## src/rtl/param_stream_sorter_if.sv

```systemverilog
// Stream and control bundle for param_stream_sorter.
//   in_valid/in_ready/in_key/in_tag     : producer stream of {key, tag} records
//   start/descending/clear               : sort control, sampled while loading
//   out_valid/out_ready/out_key/out_tag/out_last : sorted consumer stream
//   count/busy/overflow                  : buffer occupancy and status
// The master modport is the environment side; the sorter takes the slave modport.
interface param_stream_sorter_if #(
   parameter int unsigned KEY_WIDTH = 32,
   parameter int unsigned TAG_WIDTH = 8,
   parameter int unsigned DEPTH     = 16
) ();
   localparam int unsigned CW = $clog2(DEPTH + 1);

   logic                 in_valid;
   logic                 in_ready;
   logic [KEY_WIDTH-1:0] in_key;
   logic [TAG_WIDTH-1:0] in_tag;
   logic                 start;
   logic                 descending;
   logic                 clear;
   logic                 out_valid;
   logic                 out_ready;
   logic [KEY_WIDTH-1:0] out_key;
   logic [TAG_WIDTH-1:0] out_tag;
   logic                 out_last;
   logic [CW-1:0]        count;
   logic                 busy;
   logic                 overflow;

   modport master (
      output in_valid, in_key, in_tag, start, descending, clear, out_ready,
      input  in_ready, out_valid, out_key, out_tag, out_last, count, busy, overflow
   );

   modport slave (
      input  in_valid, in_key, in_tag, start, descending, clear, out_ready,
      output in_ready, out_valid, out_key, out_tag, out_last, count, busy, overflow
   );
endinterface

```

## src/rtl/param_stream_sorter.sv

```systemverilog
// Buffers up to DEPTH {key, tag} records, sorts them by key with an odd-even
// transposition network (one pass per cycle, count passes in total) and drains
// them through a registered valid/ready stream.
// Ports:
//   clk   : clock
//   reset : synchronous, active-high reset
//   bus   : param_stream_sorter_if.slave (load stream, control, drain stream, status)
module param_stream_sorter #(
   parameter int unsigned KEY_WIDTH   = 32,
   parameter int unsigned TAG_WIDTH   = 8,
   parameter int unsigned DEPTH       = 16,
   parameter bit          SIGNED_KEYS = 1'b0
) (
   input logic                  clk,
   input logic                  reset,
   param_stream_sorter_if.slave bus
);
   localparam int unsigned CW = $clog2(DEPTH + 1);
   localparam int unsigned IW = $clog2(DEPTH);

   typedef enum logic [1:0] {StLoad, StSort, StDrain} state_e;

   state_e               r_state;
   state_e               w_state_d;

   logic [KEY_WIDTH-1:0] r_keys [DEPTH];
   logic [TAG_WIDTH-1:0] r_tags [DEPTH];
   logic [KEY_WIDTH-1:0] w_keys_sorted [DEPTH];
   logic [TAG_WIDTH-1:0] w_tags_sorted [DEPTH];

   logic [CW-1:0]        r_count;
   logic [CW-1:0]        r_pass;
   logic [IW-1:0]        r_idx;
   logic                 r_order;
   logic                 r_overflow;
   logic                 r_out_valid;
   logic                 r_out_last;
   logic [KEY_WIDTH-1:0] r_out_key;
   logic [TAG_WIDTH-1:0] r_out_tag;

   logic                 w_in_ready;
   logic                 w_push;
   logic                 w_drop;
   logic                 w_start;
   logic [CW-1:0]        w_n;
   logic                 w_load_out;
   logic                 w_advance;
   logic                 w_done;
   logic [IW-1:0]        w_next_idx;

   function automatic logic key_gt(input logic [KEY_WIDTH-1:0] a,
                                   input logic [KEY_WIDTH-1:0] b);
      if (SIGNED_KEYS) begin
         return $signed(a) > $signed(b);
      end
      return a > b;
   endfunction

   // Next state and handshake decode.
   always_comb begin
      w_state_d  = r_state;
      w_in_ready = 1'b0;
      w_push     = 1'b0;
      w_drop     = 1'b0;
      w_start    = 1'b0;
      w_n        = r_count;
      w_load_out = 1'b0;
      w_advance  = 1'b0;
      w_done     = 1'b0;
      unique case (r_state)
         StLoad: begin
            w_in_ready = (r_count < CW'(DEPTH));
            w_push     = bus.in_valid && w_in_ready && !bus.clear;
            w_drop     = bus.in_valid && !w_in_ready && !bus.clear;
            // A push in the start cycle is part of the sort.
            w_n        = r_count + CW'(w_push);
            w_start    = bus.start && !bus.clear && (w_n != '0);
            if (w_start) begin
               w_state_d = (w_n == CW'(1)) ? StDrain : StSort;
            end
         end
         StSort: begin
            if (r_pass == r_count - CW'(1)) begin
               w_state_d = StDrain;
            end
         end
         StDrain: begin
            // First DRAIN cycle fills the output register; then one record per handshake.
            w_load_out = !r_out_valid;
            w_advance  = r_out_valid && bus.out_ready && !r_out_last;
            w_done     = r_out_valid && bus.out_ready && r_out_last;
            if (w_done) begin
               w_state_d = StLoad;
            end
         end
         default: w_state_d = StLoad;
      endcase
   end

   // One transposition pass: pairs (i, i+1) with i matching the pass parity.
   always_comb begin
      w_keys_sorted = r_keys;
      w_tags_sorted = r_tags;
      for (int i = 0; i < int'(DEPTH) - 1; i++) begin
         if ((i[0] == r_pass[0]) && ((i + 1) < int'(r_count))) begin
            // Strict compare: equal keys stay put, keeping the sort stable.
            if (r_order ? key_gt(r_keys[i+1], r_keys[i]) : key_gt(r_keys[i], r_keys[i+1])) begin
               w_keys_sorted[i]   = r_keys[i+1];
               w_keys_sorted[i+1] = r_keys[i];
               w_tags_sorted[i]   = r_tags[i+1];
               w_tags_sorted[i+1] = r_tags[i];
            end
         end
      end
   end

   assign w_next_idx = r_idx + IW'(1);

   always_ff @(posedge clk) begin
      if (reset) begin
         r_state <= StLoad;
      end else begin
         r_state <= w_state_d;
      end
   end

   always_ff @(posedge clk) begin
      if (reset) begin
         for (int i = 0; i < int'(DEPTH); i++) begin
            r_keys[i] <= '0;
            r_tags[i] <= '0;
         end
         r_count     <= '0;
         r_pass      <= '0;
         r_idx       <= '0;
         r_order     <= 1'b0;
         r_overflow  <= 1'b0;
         r_out_valid <= 1'b0;
         r_out_last  <= 1'b0;
         r_out_key   <= '0;
         r_out_tag   <= '0;
      end else begin
         unique case (r_state)
            StLoad: begin
               r_pass <= '0;
               r_idx  <= '0;
               if (bus.clear) begin
                  r_count    <= '0;
                  r_overflow <= 1'b0;
               end else begin
                  if (w_push) begin
                     r_keys[IW'(r_count)] <= bus.in_key;
                     r_tags[IW'(r_count)] <= bus.in_tag;
                  end
                  if (w_drop) begin
                     r_overflow <= 1'b1;
                  end
                  if (w_start) begin
                     r_order <= bus.descending;
                  end
                  r_count <= w_n;
               end
            end
            StSort: begin
               r_keys <= w_keys_sorted;
               r_tags <= w_tags_sorted;
               r_pass <= r_pass + CW'(1);
            end
            StDrain: begin
               if (w_load_out) begin
                  r_out_valid <= 1'b1;
                  r_out_key   <= r_keys[r_idx];
                  r_out_tag   <= r_tags[r_idx];
                  r_out_last  <= (CW'(r_idx) == r_count - CW'(1));
               end else if (w_advance) begin
                  r_idx      <= w_next_idx;
                  r_out_key  <= r_keys[w_next_idx];
                  r_out_tag  <= r_tags[w_next_idx];
                  r_out_last <= (CW'(w_next_idx) == r_count - CW'(1));
               end else if (w_done) begin
                  r_out_valid <= 1'b0;
                  r_out_last  <= 1'b0;
                  r_count     <= '0;
               end
            end
            default: ;
         endcase
      end
   end

   assign bus.in_ready  = w_in_ready && !reset;
   assign bus.out_valid = r_out_valid;
   assign bus.out_key   = r_out_key;
   assign bus.out_tag   = r_out_tag;
   assign bus.out_last  = r_out_last;
   assign bus.count     = r_count;
   assign bus.busy      = (r_state != StLoad);
   assign bus.overflow  = r_overflow;
endmodule

```

## src/flat_wrapper.sv

```systemverilog
// flat-port wrapper written by rule: the top's interface ports become plain ports
module param_stream_sorter_flat 
#(
   parameter int unsigned KEY_WIDTH   = 32,
   parameter int unsigned TAG_WIDTH   = 8,
   parameter int unsigned DEPTH       = 16,
   parameter bit          SIGNED_KEYS = 1'b0
)
  (clk, reset, bus_in_valid, bus_in_key, bus_in_tag, bus_start, bus_descending, bus_clear, bus_out_ready, bus_in_ready, bus_out_valid, bus_out_key, bus_out_tag, bus_out_last, bus_count, bus_busy, bus_overflow);
  param_stream_sorter_if #(.KEY_WIDTH(KEY_WIDTH), .TAG_WIDTH(TAG_WIDTH), .DEPTH(DEPTH)) bus_i ();
  input logic clk;
  input logic reset;
  input wire logic [$bits(bus_i.in_valid)-1:0] bus_in_valid;
  input wire logic [$bits(bus_i.in_key)-1:0] bus_in_key;
  input wire logic [$bits(bus_i.in_tag)-1:0] bus_in_tag;
  input wire logic [$bits(bus_i.start)-1:0] bus_start;
  input wire logic [$bits(bus_i.descending)-1:0] bus_descending;
  input wire logic [$bits(bus_i.clear)-1:0] bus_clear;
  input wire logic [$bits(bus_i.out_ready)-1:0] bus_out_ready;
  output wire logic [$bits(bus_i.in_ready)-1:0] bus_in_ready;
  output wire logic [$bits(bus_i.out_valid)-1:0] bus_out_valid;
  output wire logic [$bits(bus_i.out_key)-1:0] bus_out_key;
  output wire logic [$bits(bus_i.out_tag)-1:0] bus_out_tag;
  output wire logic [$bits(bus_i.out_last)-1:0] bus_out_last;
  output wire logic [$bits(bus_i.count)-1:0] bus_count;
  output wire logic [$bits(bus_i.busy)-1:0] bus_busy;
  output wire logic [$bits(bus_i.overflow)-1:0] bus_overflow;
  assign bus_i.in_valid = bus_in_valid;
  assign bus_i.in_key = bus_in_key;
  assign bus_i.in_tag = bus_in_tag;
  assign bus_i.start = bus_start;
  assign bus_i.descending = bus_descending;
  assign bus_i.clear = bus_clear;
  assign bus_i.out_ready = bus_out_ready;
  assign bus_in_ready = bus_i.in_ready;
  assign bus_out_valid = bus_i.out_valid;
  assign bus_out_key = bus_i.out_key;
  assign bus_out_tag = bus_i.out_tag;
  assign bus_out_last = bus_i.out_last;
  assign bus_count = bus_i.count;
  assign bus_busy = bus_i.busy;
  assign bus_overflow = bus_i.overflow;
  param_stream_sorter #(.KEY_WIDTH(KEY_WIDTH), .TAG_WIDTH(TAG_WIDTH), .DEPTH(DEPTH), .SIGNED_KEYS(SIGNED_KEYS)) u_core (.clk(clk), .reset(reset), .bus(bus_i));
endmodule
```

## config.mk

```make
export PLATFORM = sky130hd
export DESIGN_NAME = param_stream_sorter_flat
export DESIGN_NICKNAME = d
export VERILOG_FILES = /design/src/rtl/param_stream_sorter_if.sv /design/src/rtl/param_stream_sorter.sv /design/src/flat_wrapper.sv
export SDC_FILE = /design/constraint.sdc
export NUM_CORES = 2
export LEC_CHECK = 0
export CAP_MARGIN = 20
export CORE_AREA = 2 2 371 373
export DETAILED_ROUTE_END_ITERATION = 10
export DIE_AREA = 0 0 373 375
export PLACE_DENSITY = 0.69
export SYNTH_ARGS = -nofsm -noshare
export SYNTH_HDL_FRONTEND = slang
export SYNTH_SLANG_ARGS = --single-unit
export TNS_END_PERCENT = 50
```

## constraint.sdc

```tcl
create_clock -name clk -period 3.8 [get_ports clk]
set_clock_uncertainty 0.05 [all_clocks]
set_input_delay 0.76 -clock clk [delete_from_list [all_inputs] [get_ports clk]]
set_output_delay 0.76 -clock clk [all_outputs]
set_load 0.02 [all_outputs]
```

# Word-level counts from Yosys, hierarchy flattened
# Index checks and enable logic that the tools add are counted.
# op_classes
n_reduce_logical	51
n_mux	131
n_lt_le_gt_ge	50
bitwise_logic	5
eq_ne	20
n_addsub	4
# op_table
cell	n
64-bit 2-to-1 mux	30
512-bit 2-to-1 mux	2
512-bit case mux with 2 select lines	1
32-bit greater-than comparator	30
512-bit bitwise mux	1
16-bit 2-to-1 mux	30
32-bit binary-select mux with 4-bit select	2
128-bit 2-to-1 mux	2
128-bit case mux with 2 select lines	1
32-bit 2-to-1 mux	7
128-bit bitwise mux	1
32-bit demux with 4-bit select	1
8-bit binary-select mux with 4-bit select	2
8-bit 2-to-1 mux	7
4-bit by 5-bit less-than comparator with 1-bit output (first input constant)	8
8-bit demux with 4-bit select	1
1-bit 2-to-1 mux	29
1-bit logical AND	26
2-bit by 1-bit inequality test with 1-bit output (second input constant)	11
3-bit by 5-bit less-than comparator with 1-bit output (first input constant)	4
5-bit 2-to-1 mux	4
5-bit case mux with 2 select lines	2
5-bit greater-or-equal comparator (second input constant)	3
4-bit NOT with 5-bit output	3
28 further kinds	53
# word_totals
elab_cells	303
input_bits	47
reg_bits	700
output_inout_bits	50

# Logic depth before layout (Yosys ltp)
# depth
word_depth	33
mapped_depth	14
depth_no_buf	10

# Worst setup path before layout
# OpenSTA, ideal clock, no wires.
# synth_path
path_kind	reg2reg
from	register u_core.r_keys[238] in the netlist's numbering
to	register u_core.r_tags[48] in the netlist's numbering
t_arrival_ps	3069
path_stages_with_launch	13
period_less_slack_ps	3241
required_time_ps	3628
setup_ps	122
path_buffers	2
path_slack_ps	559
path_cell_list	dfxtp_1 > inv_1 > ha_1 > a21oi_1 > nand2_1 > a221o_1 > o31a_1 > or4b_4 > buf_6 > and2_4 > buf_6 > mux2_4 > a221o_1
# synth_via
elab_chain_len	7
elab_cells_between_ends	8
cone_classes	2 x order compare; 6 x mux
# synth_rtl
item	line_no	text
start, declared	param_stream_sorter.sv:26	logic [KEY_WIDTH-1:0] r_keys [DEPTH];
start signal, assigned by index	param_stream_sorter.sv:152	r_keys[IW'(r_count)] <= bus.in_key;
start signal, assigned	param_stream_sorter.sv:165	r_keys <= w_keys_sorted;
32-bit greater-than comparator	param_stream_sorter.sv:56	return a > b;
1-bit 2-to-1 mux *	param_stream_sorter.sv:107	if (r_order ? key_gt(r_keys[i+1], r_keys[i]) : key_gt(r_keys[i], r_keys[i+1])) begin
16-bit 2-to-1 mux *	param_stream_sorter.sv:107	
16-bit 2-to-1 mux *	param_stream_sorter.sv:105	if ((i[0] == r_pass[0]) && ((i + 1) < int'(r_count))) begin
16-bit 2-to-1 mux	param_stream_sorter.sv:107	
16-bit 2-to-1 mux *	param_stream_sorter.sv:105	
128-bit case mux with 2 select lines *	param_stream_sorter.sv:143	unique case (r_state)
end signal, assigned by index	param_stream_sorter.sv:153	r_tags[IW'(r_count)] <= bus.in_tag;
end signal, assigned	param_stream_sorter.sv:166	r_tags <= w_tags_sorted;
end, declared	param_stream_sorter.sv:27	logic [TAG_WIDTH-1:0] r_tags [DEPTH];
# Every way passes the cells marked *; elsewhere a longest branch is shown, timed or not.
# A chain may end at the register's enable or synchronous reset.

# Worst setup path in the final report
# layout_path
from	register u_core.r_keys[207] in the netlist's numbering
to	register u_core.r_keys[172] in the netlist's numbering
# layout_via
elab_chain_len	7
elab_cells_between_ends	8
cone_classes	2 x order compare; 6 x mux
# layout_rtl
item	line_no
32-bit greater-than comparator	param_stream_sorter.sv:56
1-bit 2-to-1 mux *	param_stream_sorter.sv:107
64-bit 2-to-1 mux *	param_stream_sorter.sv:107
64-bit 2-to-1 mux *	param_stream_sorter.sv:105
64-bit 2-to-1 mux	param_stream_sorter.sv:107
64-bit 2-to-1 mux *	param_stream_sorter.sv:105
512-bit case mux with 2 select lines *	param_stream_sorter.sv:143
# Marks and branches as above.

==> results by group <==
Place
  – Dpl ws: -0.524 ns
  – Final GP Congestion: 1.04
  – Post-DP HPWL: 198 mm
  – Port Buffers: 96

Synthesis
  – Cell taking the most area after synthesis: dfxtp_1
  – Cells after Synth: 7362
  – Synth top area share: 0.230
  – Synth async-reset ratio: 0
  – Syn_nets: 7898
  – Yosys cell types: 70
  – Number of synthesized flops with an enable pin: 0
  – Mapped Area: 0.0609 mm2
  – Ys flop type: dfxtp_1
  – Syn avg cell area: 8.27 um2
  – Seq/Total Area, Yosys: 0.230
  – Synth area leaders: dfxtp_1 23%, mux4_2 13%, ha_1 10%
  – Post-synthesis register bit count: 700
  – Yosys Warn Count: 0

Layout
  – Synthesis-to-finish area growth: 18.0%
  – Final core utilization: 0.527
  – Share of cells above drive strength 1: 0.180
  – Most common cell after layout, fill and taps aside: nor2_1
  – Final nets: 8091
  – Commonest cells after routing, fill and taps aside: 1131 x nor2_1, 766 x a21oi_1, 694 x dfxtp_1, 534 x buf_4, 516 x inv_1

Min path
  – Min-Delay Path Class: in2reg

Timing
  – Final Hold Viols: 0
  – Fin Hold WS: 0.378 ns
  – Period utilization: 1.01
  – Rel. slew slack: 0.209
  – RSZ-0062 raised after global routing: yes
  – Fmax: 0.261 GHz
  – Worst Max-Slew Pin Slew: 1.19 ns
  – Final min period: 3.83 ns
  – Endpoints failing setup: 10
  – Final max-slew violation count: 0
  – PnR worst setup slack: -0.0312 ns

Power and ir drop
  – Maximum VDD drop: 0.309 mV
  – Leakage: 28.1 nW
  – Pwr Density: 321 mW/mm2
  – Combinational power share: 0.250
  – Sw Pwr: 7.96 mW
  – Internal: 15.1 mW
  – Switch share: 0.345
  – Reg power frac: 0.343
  – Overall Power: 23.1 mW
  – Clock power frac: 0.407

GRT
  – Initial antenna violation count: 10
  – First-pass GRT wire length: 409 mm
  – Vias in the first global route: 61300
  – Total track usage: 0.388
  – Pin count of the biggest net entering global routing: 172
  – Grt ovf: 0

Run
  – Max-Cap Viols: 0

Critical path
  – Startpoint types: flop
  – Crit path capture type: flop
  – Cell Chain, Critical Path: inv_1, ha_1, nand4_1, a2111oi_0, o41ai_1, a31o_2, nand2_2, buf_12, buf_4, mux2i_1, a221o_1
  – Crit path buf inv count: 3
  – Family with the most delay on the worst path: compound AO/OA/AOI/OAI gates
  – Critical path data required time: 4.37 ns
  – Register-to-register setup slack: -0.03 ns
  – Setup CP Type: reg2reg
  – WP data arrival: 4.41 ns
  – Slowest CP cell: a2111oi_0
  – Largest stage delay, worst path: 0.65 ns
  – Critical Path Fanout Max: 13

Clocking
  – Clock transition at the registers of the reported paths: 0.06 ns
  – # hold bufs at CTS: 0
  – CTS buffer count: 90
  – CTS tree: yes
  – Skew-Pair Late Insertion Delay: 0.75 ns
  – H-tree depth: 3
  – Clock root buffer: clkbuf_16
  – Longest Clk Path Bufs: 3
  – TritonCTS Sinks: 700

Die
  – Die area: 0.140 mm2
  – Die X: 373 um
  – Rows: 136
  – Die Ht: 375 um
  – I/O pin count: 97
  – Core box area: 0.136 mm2
  – Initial Util: 0.447

Routing
  – Via-to-Cell Ratio: 6.90
  – Drt total wl: 283 mm
  – DR vias: 65100
  – Wire per inst: 30.0 um
  – Initial DRT Pass Iterations: 7
  – ANT nets after route: 0
  – Initial DRC Count: 9754
  – DR DRC count: 0

Outcome
  – Status: finished, violations left
  – Failing checks: negative setup slack
-- stage by stage --
step	cells	TNS (ns)	cell area [um2]
2_1_floorplan	7362	0	60900
3_3_place_gp	9248	-41.91	68500
3_5_place_dp	9248	-54.68	68500
4_1_cts	9418	0	71600
5_1_grt	9426	-0.00589	71900
6_report	9433	-0.172	71900
-- metal layers --
metal	vias to the layer above	global-route usage	part of all wire
li1	28000	-	-
met1	31300	0.504	0.38
met2	4870	0.541	0.40
met3	942	0.148	0.15
met4	10	0.235	0.066
met5	-	0	0.00024
-- layout make-up --
type | instances | area [um2]
Fill cell | 12400 | 64400
Multi-Input combinational cell | 5493 | 43100
Clock buffer | 136 | 2750
Tap cell | 1794 | 2240
Antenna cell | 7 | 17.5
Sequential cell | 700 | 14000
Inverter | 516 | 1940
Clock inverter | 33 | 384
Timing Repair Buffer | 754 | 7450
-- worst register-to-register path, cell delays in order, from the launching register on --
cell	delay, ns
dfxtp_1	0.51
inv_1	0.12
ha_1	0.32
nand4_1	0.54
a2111oi_0	0.66
o41ai_1	0.18
a31o_2	0.30
nand2_2	0.13
buf_12	0.19
buf_4	0.28
mux2i_1	0.11
a221o_1	0.32
-- what timing repair did --
item                                    in CTS  in global routing
resized for setup                           11                 30
cloned                                       0                  3
buffers inserted                             1                  5
pin swaps                                    2                 11
endpoints found under the setup margin     300                244
-- final timing paths --
kind                       from             endpoint  depth (start not counted)
max          u_core.r_keys[207]   u_core.r_keys[172]                         11
min                       reset  u_core.bus.count[3]                          2
max reg2reg  u_core.r_keys[207]   u_core.r_keys[172]                         11
min reg2reg  u_core.r_tags[127]   u_core.r_tags[119]                          2
-- power groups by stage --
| stage | Combinational, mW | Sequential (mW) | Clock, mW |
|---|---|---|---|
| after floorplan | 2.75 | 8.01 | 0 |
| after global placement | 5.33 | 8.04 | 0 |
| after detailed placement | 5.40 | 8.05 | 0 |
| after CTS | 5.47 | 7.89 | 9.36 |
| after global routing | 5.98 | 7.94 | 9.64 |
| final | 5.77 | 7.92 | 9.39 |
-- state kept, by name, summed over array words and instances, names as in the netlist --
name,count
u_core.bus.out_valid,1
u_core.r_idx,4
u_core.r_order,1
u_core.bus.out_key,32
u_core.r_keys,512
u_core.bus.out_last,1
u_core.r_tags,128
u_core.r_pass,5
u_core.bus.overflow,1
u_core.bus.count,5
u_core.bus.out_tag,8
u_core.r_state,2
-- cells in the mapped netlist, types with 47 or more instances --
cell      number
nor2_1      1146
a21oi_1      783
dfxtp_1      700
clkbuf_1     554
inv_1        516
ha_1         489
mux2i_1      425
mux4_2       361
a221o_1      328
nand2_1      320
o21ai_0      246
nand3_1      234
a211oi_1     138
nand4_1      108
a31oi_1       86
o221ai_1      82
o22ai_1       81
nor3_1        72
a21o_1        68
buf_1         61
mux2_2        57
o31ai_1       47
-- kinds of logic after synthesis --
kind of cell / share of synthesized area
DFF: 0.230
AOI/OAI and AO/OA: 0.235
muxes: 0.217
and+or+nand+nor: 0.142
xor gates and xnor gates: 0.00288
adders and majority gates: 0.100
buffers and inverters: 0.0731
Power figures use the tool's default switching activity.
